--- src/rtl/vec_collect.sv ---
// vec_collect
//   Framing stage ahead of the dot-product unit. Gathers a stream of
//   DATA_WIDTH_IN-bit samples, delimited by a start-of-vector flag, into an
//   N_IN-element vector and presents it in parallel with a one-cycle valid.
//   Truncated vectors and samples with no open vector are dropped and flagged.
//
// Ports
//   i_clk    clock
//   i_rst    synchronous active-high reset
//   i_valid  sample strobe; i_sop / i_data are only looked at when high
//   i_sop    current sample is element 0 of a new vector
//   i_data   sample value
//   o_data   last completed vector, o_data[k] = k-th sample from SOP
//   o_valid  one-cycle pulse: o_data holds a newly completed vector
//   o_err    one-cycle pulse: truncated vector or orphan sample
//   o_busy   a vector is partially filled
module vec_collect #(
    parameter int DATA_WIDTH_IN = 16,
    parameter int N_IN          = 8
) (
    input  logic                     i_clk,
    input  logic                     i_rst,
    input  logic                     i_valid,
    input  logic                     i_sop,
    input  logic [DATA_WIDTH_IN-1:0] i_data,
    output logic [DATA_WIDTH_IN-1:0] o_data [N_IN],
    output logic                     o_valid,
    output logic                     o_err,
    output logic                     o_busy
);

    localparam int          CW   = $clog2(N_IN);
    localparam int unsigned NU   = N_IN;
    localparam logic [CW-1:0] LAST = CW'(N_IN - 1);

    typedef enum logic {
        IDLE,
        FILL
    } state_t;

    state_t              state, state_n;
    logic [CW-1:0]       count, count_n;
    logic [DATA_WIDTH_IN-1:0] fill [N_IN];

    logic                wr_en;
    logic [CW-1:0]       wr_idx;
    logic                complete;
    logic                flag_err;

    // State register
    always_ff @(posedge i_clk) begin
        if (i_rst) begin
            state <= IDLE;
            count <= '0;
        end else begin
            state <= state_n;
            count <= count_n;
        end
    end

    // Next-state and datapath control
    always_comb begin
        state_n  = state;
        count_n  = count;
        wr_en    = 1'b0;
        wr_idx   = '0;
        complete = 1'b0;
        flag_err = 1'b0;
        unique case (state)
            IDLE: begin
                if (i_valid) begin
                    if (i_sop) begin
                        wr_en   = 1'b1;
                        count_n = CW'(1);
                        state_n = FILL;
                    end else begin
                        flag_err = 1'b1;
                    end
                end
            end
            FILL: begin
                if (i_valid) begin
                    if (i_sop) begin
                        // Truncation: restart the fill with this sample as element 0
                        flag_err = 1'b1;
                        wr_en    = 1'b1;
                        count_n  = CW'(1);
                    end else if (count == LAST) begin
                        complete = 1'b1;
                        count_n  = '0;
                        state_n  = IDLE;
                    end else begin
                        wr_en   = 1'b1;
                        wr_idx  = count;
                        count_n = count + CW'(1);
                    end
                end
            end
            default: begin
                state_n = IDLE;
                count_n = '0;
            end
        endcase
    end

    // Fill buffer, output buffer and registered pulses.
    // The final sample goes straight into the output buffer, so the fill
    // buffer's last slot is never written and the whole vector lands atomically.
    always_ff @(posedge i_clk) begin
        if (i_rst) begin
            for (int unsigned k = 0; k < NU; k++) begin
                fill[k]   <= '0;
                o_data[k] <= '0;
            end
            o_valid <= 1'b0;
            o_err   <= 1'b0;
        end else begin
            o_valid <= complete;
            o_err   <= flag_err;
            for (int unsigned k = 0; k < NU; k++) begin
                if (wr_en && wr_idx == CW'(k)) begin
                    fill[k] <= i_data;
                end
            end
            if (complete) begin
                for (int unsigned k = 0; k < NU - 1; k++) begin
                    o_data[k] <= fill[k];
                end
                o_data[N_IN-1] <= i_data;
            end
        end
    end

    assign o_busy = (state == FILL);

endmodule

--- config.mk ---
export PLATFORM = sky130hd
export DESIGN_NAME = vec_collect
export DESIGN_NICKNAME = d
export VERILOG_FILES = /design/src/rtl/vec_collect.sv
export SDC_FILE = /design/constraint.sdc
export NUM_CORES = 1
export LEC_CHECK = 0
export BUFFER_PORTS_ARGS = -buffer_cell sky130_fd_sc_hd__buf_2
export CORE_ASPECT_RATIO = 0.5
export CORE_UTILIZATION = 30
export CTS_CLUSTER_DIAMETER = 50
export DETAILED_ROUTE_END_ITERATION = 10
export PLACE_DENSITY = 0.47
export SLEW_MARGIN = 0
export SYNTH_ARGS = -nofsm -noshare
export SYNTH_HDL_FRONTEND = slang
export SYNTH_SLANG_ARGS = --single-unit
--- constraint.sdc ---
create_clock -name i_clk -period 2.6 [get_ports i_clk]
set_clock_uncertainty 0.05 [all_clocks]
set_input_delay 0.39 -clock i_clk [delete_from_list [all_inputs] [get_ports i_clk]]
set_output_delay 0.39 -clock i_clk [all_outputs]
set_load 0.005 [all_outputs]
==> flow_summary.yaml, run 1 <==
outcome:
  status: "finished, final reports clean"
global_route:
  grt_max_degree: 72
  grt_pass1_wl_mm: 35.5
  globalRouteOverflowTotal: 0
  grt_pass1_vias: 6207
  antenna_found_initial: 0
  track_usage_pct: 15.4
timing:
  hold_viol: 0
  rsz0062_at_grt: "no"
  report.final.slew_viol_count: 0
  clock.fmax_ghz: 0.454
  worst_slew_pin_slew_ns: 0.733
  relSlewSlack_pct: 51.2
  fin_crit_sh_pct: 84.8
  tns_ns: 0
  finalSetupViolations: 0
  period_needed_ns: 2.20
critical_path:
  worstPathArrival_ns: 2.36
  worst-setup-path-type: "flop to flop"
  r2r_start: "count[0]$_SDFFE_PP0P_"
  crit_slowest_cell: "dfxtp_1"
  critPathTopFamily: "simple AND/OR/NAND/NOR gates"
  critPathRequiredTime_ns: 2.76
  cp_max_fo: 16
  cp_common_cell: "ha_1"
  path_cells: "ha_1 -> inv_1 -> ha_1 -> and4bb_2 -> nand3_2 -> nand2b_1 -> buf_4"
  end_kind: "flop"
  critPathMaxStageDelay_ns: 0.48
  start_kind: "flop"
  startpoint: "count[0]$_SDFFE_PP0P_"
  critPathBufInv: 2
cells_and_area:
  nets: 1028
  drive_above_1_share_pct: 22.5
  fillers: 2884
  final_util_pct: 38.3
  finalInstanceArea_um2: 10800
  insertedDiodeCount: 0
  syn_to_final_growth_pct: 23.0
floorplan:
  rows: 43
  initial_core_util_pct: 31.2
  io_pins: 151
  die_y_um: 123
  die_area_um2: 30100
  fp.dieW_um: 244
  core-area_um2: 28300
clock_network:
  cts_buffer_depth: 3
  cts_sinks: 246
  h-tree-depth: 1
  cts_made_buffers: 24
  cts_tree: "yes"
  cts_root_buf: "clkbuf_16"
  clock_latency_ns: 0.51
  ctsResizeCount: 0
  ctsHoldBuffers: 0
  clk_pin_slew_ns: 0.06
  cts_setup_buffers: 0
synth:
  synth_area_um2: 8820
  async_reset_ff_share_pct: 0
  synth_ff_type: "dfxtp_1"
  synth_nets: 878
  synth-seq-area-share_pct: 68.6
  ys_types: 29
  synth_common_cells: "nand2_1 (259), dfxtp_1 (134), a21oi_1 (129)"
  yosys_warnings: 0
  netlist.area_leader.share_pct: 38.1
  synth_largest_area_cell: "edfxtp_1"
  synth_cells: 855
  synth.most_common_cell: "nand2_1"
  ys_seq_elements: 246
  synth_edf_count: 112
  synth.area.top_cells: "edfxtp_1 (38%), dfxtp_1 (30%), nand2_1 (11%)"
  syn_avg_cell_area_um2: 10.3
worst_hold_path:
  hp-class: "input port to flop"
  hold_start: "i_data[7]"
power_and_ir_drop:
  p_leak_uw: 0.00428
  power_density_nw_per_um2: 727
  ir_drop_uv: 402
  power_uw: 7890
detailed_routing:
  viasPerCell: 4.52
  drtPass1Iterations: 5
  vias: 6345
  wirelength_mm: 23.7
  drtIter0Drc: 497
  drc: 0
  wl_per_cell_um: 16.9
  ant_nets: 0
flow_run:
  drv_cap: 0
placement:
  place_hpwl_mm: 15.7
  gp_congestion: 0.729
  placed_cell_area_um2: 10000
  place.port_buffers: 150
==> layout by cell type (no fill, tap or decap), types with 5 or more instances in the layout <==
cell type / synthesis / routed
nor2_1: 101 / 101
buf_4: 13 / 24
inv_1: 17 / 17
clkbuf_8: 0 / 7
clkbuf_16: 0 / 26
buf_12: 0 / 5
clkinv_2: 0 / 5
edfxtp_1: 112 / 112
dfxtp_1: 134 / 134
buf_2: 23 / 149
nand2_1: 259 / 259
nand2b_1: 22 / 22
a21oi_1: 129 / 129
==> routing by layer <==
layer | track usage [%] | routed length [µm] | vias to the layer above
met5 | 0 | 0 | -
met4 | 3.28 | 370 | 0
met3 | 2.34 | 850 | 30
met2 | 25.8 | 11200 | 96
met1 | 21.3 | 11200 | 3106
li1 | - | - | 3113
==> kinds of logic after synthesis <==
logic type | count (synthesis) | synth area share [%]
xor gates and xnor gates | 1 | 0.0994
AOI/OAI and AO/OA | 137 | 8.26
DFF | 246 | 68.6
and+or+nand+nor | 397 | 18.7
adders and majority gates | 3 | 0.426
buffers and inverters | 71 | 3.90
==> metrics by stage <==
stage | setup slack [ns] | hold slack, ns | std cells
2_1_floorplan | 0.332 | 0.403 | 855
3_3_place_gp | 0.431 | 0.393 | 1361
3_5_place_dp | 0.375 | 0.395 | 1361
4_1_cts | 0.369 | 0.0548 | 1405
5_1_grt | 0.265 | 0.0718 | 1405
6_report | 0.396 | 0.0761 | 1405
==> worst min-delay path: stages <==
cell     delay, ns
buf_2         0.11
nand2_1       0.05
a21oi_1       0.05
==> layout make-up <==
class / instances / area, µm² / share of cell area [%]
well taps: 382 / 478 / 4.41
flip-flops and latches: 246 / 6050 / 55.7
repair buffers: 178 / 1030 / 9.46
inverters: 17 / 63.8 / 0.588
clock inverters: 8 / 43.8 / 0.404
clock buffers: 36 / 758 / 6.99
multi-input cells: 538 / 2430 / 22.4
==> sequential cells by signal, summed over array words and instances (netlist names) <==
register and count:
o_err 1, o_busy 1, count 3, o_valid 1
o_data 128, fill 112
==> power breakdown <==
group | total [µW] | internal, µW | switching (µW) | leakage, µW
sequential | 4150 | 4120 | 29.9 | 0.00223
clock | 3490 | 2020 | 1470 | 0.000407
combinational | 240 | 59.2 | 181 | 0.00164
==> path summary, 6_finish.rpt <==
check / to / slack [ns] / depth (start not counted)
setup / recovery: fill[3][0]$_SDFFCE_PN0P_ / 0.40 / 7
hold / removal: o_data[7]$_SDFFE_PP0P_ / 0.08 / 3
setup reg to reg: fill[3][0]$_SDFFCE_PN0P_ / 0.40 / 7
hold reg to reg: o_data[123]$_SDFFE_PP0P_ / 0.40 / 2
Note: power is estimated with default switching activity, not from simulation.
==> run 2: changes to the inputs <==
==> constraint.sdc (replaced) <==
create_clock -name i_clk -period 2.2 [get_ports i_clk]
set_clock_uncertainty 0.05 [all_clocks]
set_input_delay 0.33 -clock i_clk [delete_from_list [all_inputs] [get_ports i_clk]]
set_output_delay 0.33 -clock i_clk [all_outputs]
set_load 0.005 [all_outputs]
==> run 2 against run 1 <==
Die area unchanged; first-iteration DRC count down 25%; sequential power increased by 18%; non-clock buffer count grew 21; final cell count rose by 1.6%; clock-buffer cell count down 6.
==> flow_summary.yaml, run 2 (synthesis results as in run 1) <==
outcome:
  status: "finished, final reports clean"
timing:
  clock.fmax_ghz: 0.486
  tns_ns: 0
  worst_slew_pin_slew_ns: 0.602
  relSlewSlack_pct: 59.8
  report.final.slew_viol_count: 0
  fin_hold_ws_ns: 0.0276
  finalSetupViolations: 0
  period_needed_ns: 2.06
  rsz0062_at_grt: "no"
  hold_viol: 0
  fin_crit_sh_pct: 93.4
power_and_ir_drop:
  power_uw: 9260
  power_density_nw_per_um2: 839
  p_leak_uw: 0.00436
  ir_drop_uv: 524
clock_network:
  cts_root_buf: "clkbuf_16"
  cts_made_buffers: 25
  clk_pin_slew_ns: 0.06
  cts_setup_buffers: 0
  cts_sinks: 246
  cts_buffer_depth: 3
  clock_latency_ns: 0.53
  h-tree-depth: 1
  cts_tree: "yes"
critical_path:
  worstPathArrival_ns: 2.19
  start_kind: "flop"
  critPathRequiredTime_ns: 2.33
  end_kind: "flop"
  worst-setup-path-type: "flop to flop"
  cp_max_fo: 16
detailed_routing:
  wl_per_cell_um: 16.7
  wirelength_mm: 23.8
  drtPass1Iterations: 5
  ant_nets: 0
  drtIter0Drc: 373
  drc: 0
  vias: 6514
  viasPerCell: 4.56
floorplan:
  rows: 43
  core-area_um2: 28300
  die_area_um2: 30100
  io_pins: 151
  die_y_um: 123
  initial_core_util_pct: 31.2
  fp.dieW_um: 244
placement:
  place_hpwl_mm: 15.6
  place.port_buffers: 150
  placed_cells: 1368
  gp_congestion: 0.780
cells_and_area:
  multiInputGateArea_um2: 2450
  drive_above_1_share_pct: 22.7
  fillers: 2828
  layoutNonFillerInstCount: 1428
  top_regs: "o_data: 128 flops, fill: 112 flops, count: 3 flops"
  final_cell_mix: "nand2_1 (259), buf_2 (149), dfxtp_1 (134)"
  final_common_cell: "nand2_1"
  syn_to_final_growth_pct: 25.2
  largest-register: "o_data"
  nets: 1050
  regArea_um2: 6050
  insertedDiodeCount: 0
  largest_register_ffs: 128
global_route:
  grt_pass1_vias: 6135
  antenna_found_initial: 0
  grt_max_degree: 72
  globalRouteOverflowTotal: 0
  track_usage_pct: 15.6
  grt_pass1_wl_mm: 36.0
worst_hold_path:
  hp-class: "input port to flop"
flow_run:
  drv_cap: 0
run 2: layout make-up:
type	instances	share of cell area [%]
inverter	17	0.578
clock buffer	30	5.93
sequential	246	54.8
clock inverter	16	1.08
tap	382	4.33
multi-input combinational	538	22.2
timing repair buffer	199	11.2
run 2: worst paths after layout:
check / start / endpoint / slack [ns] / depth (start not counted)
setup reg to reg: count[0]$_SDFFE_PP0P_ / fill[0][4]$_SDFFCE_PN0P_ / 0.14 / 5
hold / removal: i_data[10] / o_data[10]$_SDFFE_PP0P_ / 0.03 / 3
hold reg to reg: o_data[119]$_SDFFE_PP0P_ / o_data[119]$_SDFFE_PP0P_ / 0.40 / 2
setup / recovery: count[0]$_SDFFE_PP0P_ / fill[0][4]$_SDFFCE_PN0P_ / 0.14 / 5
run 2: metal layers:
metal | GRT usage, % | wire [µm] | vias to the layer above
li1 | - | - | 3160
met1 | 22.2 | 11200 | 3199
met2 | 25.5 | 11200 | 131
met3 | 2.37 | 1050 | 24
met4 | 3.05 | 295 | 0
met5 | 0 | 0 | -
run 2: critical path, cell delays in order, from the launching register on:
cell      delay (ns)
dfxtp_1         0.31
ha_1            0.21
ha_1            0.28
nor3b_2         0.34
o221ai_2        0.17
nand2b_2        0.34
run 2: metrics by stage:
step | worst slack (ns) | util (%) | area, µm²
floorplan | 0.125 | - | 8830
global placement | 0.129 | 35.8 | 10100
detailed placement | 0.0936 | 35.8 | 10100
CTS | 0.0827 | 39.0 | 11000
global route | 0.00716 | 39.0 | 11000
finish | 0.144 | 39.0 | 11000
run 2: timing repair:
| action | 4_1_cts | 5_1_grt |
|---|---|---|
| endpoints found under the setup margin | 0 | 16 |
| hold endpoints to repair | 14 | 0 |
| gates resized for setup | 0 | 1 |
| hold buffers | 14 | 0 |
run 2: where the power goes:
part           switching, µW  internal (µW)
Sequential              34.4           4880
Clock                   1780           2250
Combinational            222           96.8
==> run 3: changes to the inputs <==
==> constraint.sdc (replaced) <==
create_clock -name i_clk -period 2.4 [get_ports i_clk]
set_clock_uncertainty 0.05 [all_clocks]
set_input_delay 0.36 -clock i_clk [delete_from_list [all_inputs] [get_ports i_clk]]
set_output_delay 0.36 -clock i_clk [all_outputs]
set_load 0.005 [all_outputs]
==> run 3 against run 2 <==
Fmax decreased by 5.8%; core utilization decreased by 0.56 points; global-route usage decreased by 0.15 points; final cell count decreased by 0.98%; flip-flop and latch count unchanged.
==> flow_summary.yaml, run 3 (synthesis results as in run 1) <==
clock_network:
  cts_tree: "yes"
  cts_root_buf: "clkbuf_16"
  cts_sinks: 246
  h-tree-depth: 1
  ctsResizeCount: 0
  clock_latency_ns: 0.52
  cts_setup_buffers: 0
  clk_pin_slew_ns: 0.07
  cts_buffer_depth: 3
  cts_made_buffers: 24
  ctsHoldBuffers: 0
placement:
  place.port_buffers: 150
  place_hpwl_mm: 15.6
  dp_slack_ns: 0.242
  gp_congestion: 0.756
  placed_cells: 1370
cells_and_area:
  top_regs: "o_data: 128 flops, fill: 112 flops, count: 3 flops"
  nets: 1037
  final_cell_mix: "nand2_1 (259), buf_2 (149), dfxtp_1 (134)"
  largest_register_ffs: 128
  largest-register: "o_data"
  insertedDiodeCount: 0
  final_common_cell: "nand2_1"
  drive_above_1_share_pct: 22.4
  syn_to_final_growth_pct: 23.4
  layoutNonFillerInstCount: 1414
global_route:
  antenna_found_initial: 0
  track_usage_pct: 15.5
  grt_pass1_vias: 6201
  grt_max_degree: 79
  grt_pass1_wl_mm: 35.4
  globalRouteOverflowTotal: 0
detailed_routing:
  drtIter0Drc: 436
  wl_per_cell_um: 16.7
  wirelength_mm: 23.7
  drtPass1Iterations: 4
  ant_nets: 0
  drc: 0
  vias: 6357
  viasPerCell: 4.50
power_and_ir_drop:
  power.share.clock_pct: 43.2
  p_comb_share_pct: 3.2
  p_int_uw: 6580
  ir_drop_uv: 460
  netSwitchingPower_uw: 1820
  seq_power_share_pct: 53.6
  power_density_nw_per_um2: 772
  p_leak_uw: 0.00429
  p_sw_share_pct: 21.7
outcome:
  status: "finished, final reports clean"
critical_path:
  start_kind: "flop"
  cp_max_fo: 16
  end_kind: "flop"
  reg2reg_slack_ns: 0.22
  path_cells: "ha_1 -> inv_1 -> ha_1 -> nor3b_2 -> o221ai_2 -> nand2b_1 -> buf_4"
  critPathMaxStageDelay_ns: 0.45
  r2r_cells: 7
  worst-setup-path-type: "flop to flop"
  r2r_end: "fill[0][9]$_SDFFCE_PN0P_"
  critPathTopFamily: "adder cells"
  critPathBufInv: 2
  r2r_start: "count[1]$_SDFFE_PP0P_"
  worstPathArrival_ns: 2.34
  critPathRequiredTime_ns: 2.55
  crit_slowest_cell: "dfxtp_1"
  cp_common_cell: "ha_1"
timing:
  period_needed_ns: 2.18
  hold_viol: 0
  relSlewSlack_pct: 57.1
  fin_hold_ws_ns: 0.0355
  finalSetupViolations: 0
  post-route-worst-setup-slack_ns: 0.217
  rsz0062_at_grt: "no"
  report.final.slew_viol_count: 0
  clock.fmax_ghz: 0.458
  tns_ns: 0
  worst_slew_pin_slew_ns: 0.643
  fin_crit_sh_pct: 91.0
floorplan:
  die_area_um2: 30100
  initial_core_util_pct: 31.2
  io_pins: 151
  die_y_um: 123
  fp.dieW_um: 244
  core-area_um2: 28300
  rows: 43
worst_hold_path:
  worstHoldPathCells: 3
  hold_path_end: "o_data[5]$_SDFFE_PP0P_"
  hold_start: "i_data[5]"
  hp-class: "input port to flop"
flow_run:
  drv_cap: 0
==> run 3: layout make-up <==
class | instances | area (µm²)
Multi-Input combinational cell | 538 | 2430
Inverter | 17 | 63.8
Clock buffer | 30 | 654
Tap cell | 382 | 478
Fill cell | 2878 | 17400
Timing Repair Buffer | 187 | 1120
Clock inverter | 14 | 92.6
Sequential cell | 246 | 6050
==> run 3: worst max path at each step <==
| stage | startpoint | end | slack, ns | depth (start not counted) |
|---|---|---|---|---|
| 2_1_floorplan | count[0]$_SDFFE_PP0P_ | fill[1][0]$_SDFFCE_PN0P_ | 0.13 | 6 |
| 3_3_place_gp | count[1]$_SDFFE_PP0P_ | fill[0][10]$_SDFFCE_PN0P_ | 0.27 | 7 |
| 3_5_place_dp | count[1]$_SDFFE_PP0P_ | fill[6][6]$_DFFE_PP_ | 0.24 | 4 |
| 4_1_cts | count[1]$_SDFFE_PP0P_ | fill[0][10]$_SDFFCE_PN0P_ | 0.22 | 7 |
| 5_1_grt | count[1]$_SDFFE_PP0P_ | fill[0][4]$_SDFFCE_PN0P_ | 0.1 | 7 |
| 6_report | count[1]$_SDFFE_PP0P_ | fill[0][9]$_SDFFCE_PN0P_ | 0.22 | 7 |
==> run 3: stage by stage <==
stage / instance area, µm² / power (µW) / utilization [%]
after floorplan: 8820 / 4710 / -
after CTS: 10900 / 8500 / 38.5
after global routing: 10900 / 8660 / 38.5
after detailed placement: 10100 / 4870 / 35.8
after global placement: 10100 / 4870 / 35.8
final: 10900 / 8400 / 38.5
==> run 3: power groups by stage <==
stage	registers (µW)	logic [µW]	clock network, µW
after floorplan	4580	131	0
after global placement	4590	273	0
after detailed placement	4590	276	0
after CTS	4500	277	3720
after global routing	4510	296	3860
final	4500	273	3630
==> run 3: layer usage <==
layer  track usage (%)  part of all wire [%]  vias to the layer above
met3              2.71                   4.1                       27
met2              26.0                    47                       86
met5                 0                     0                        -
met4              3.13                   1.5                        0
li1                  -                     -                     3129
met1              21.1                    47                     3115
==> run 3: worst reg2reg max path, delay by kind of cell (launching register included) <==
family / cells / cell delay [ns]
adder cells (fa/ha/maj): 2 / 0.49
flip-flops: 1 / 0.45
AND/OR/NAND/NOR: 2 / 0.42
buffers and inverters: 2 / 0.29
AO/OA/AOI/OAI: 1 / 0.16
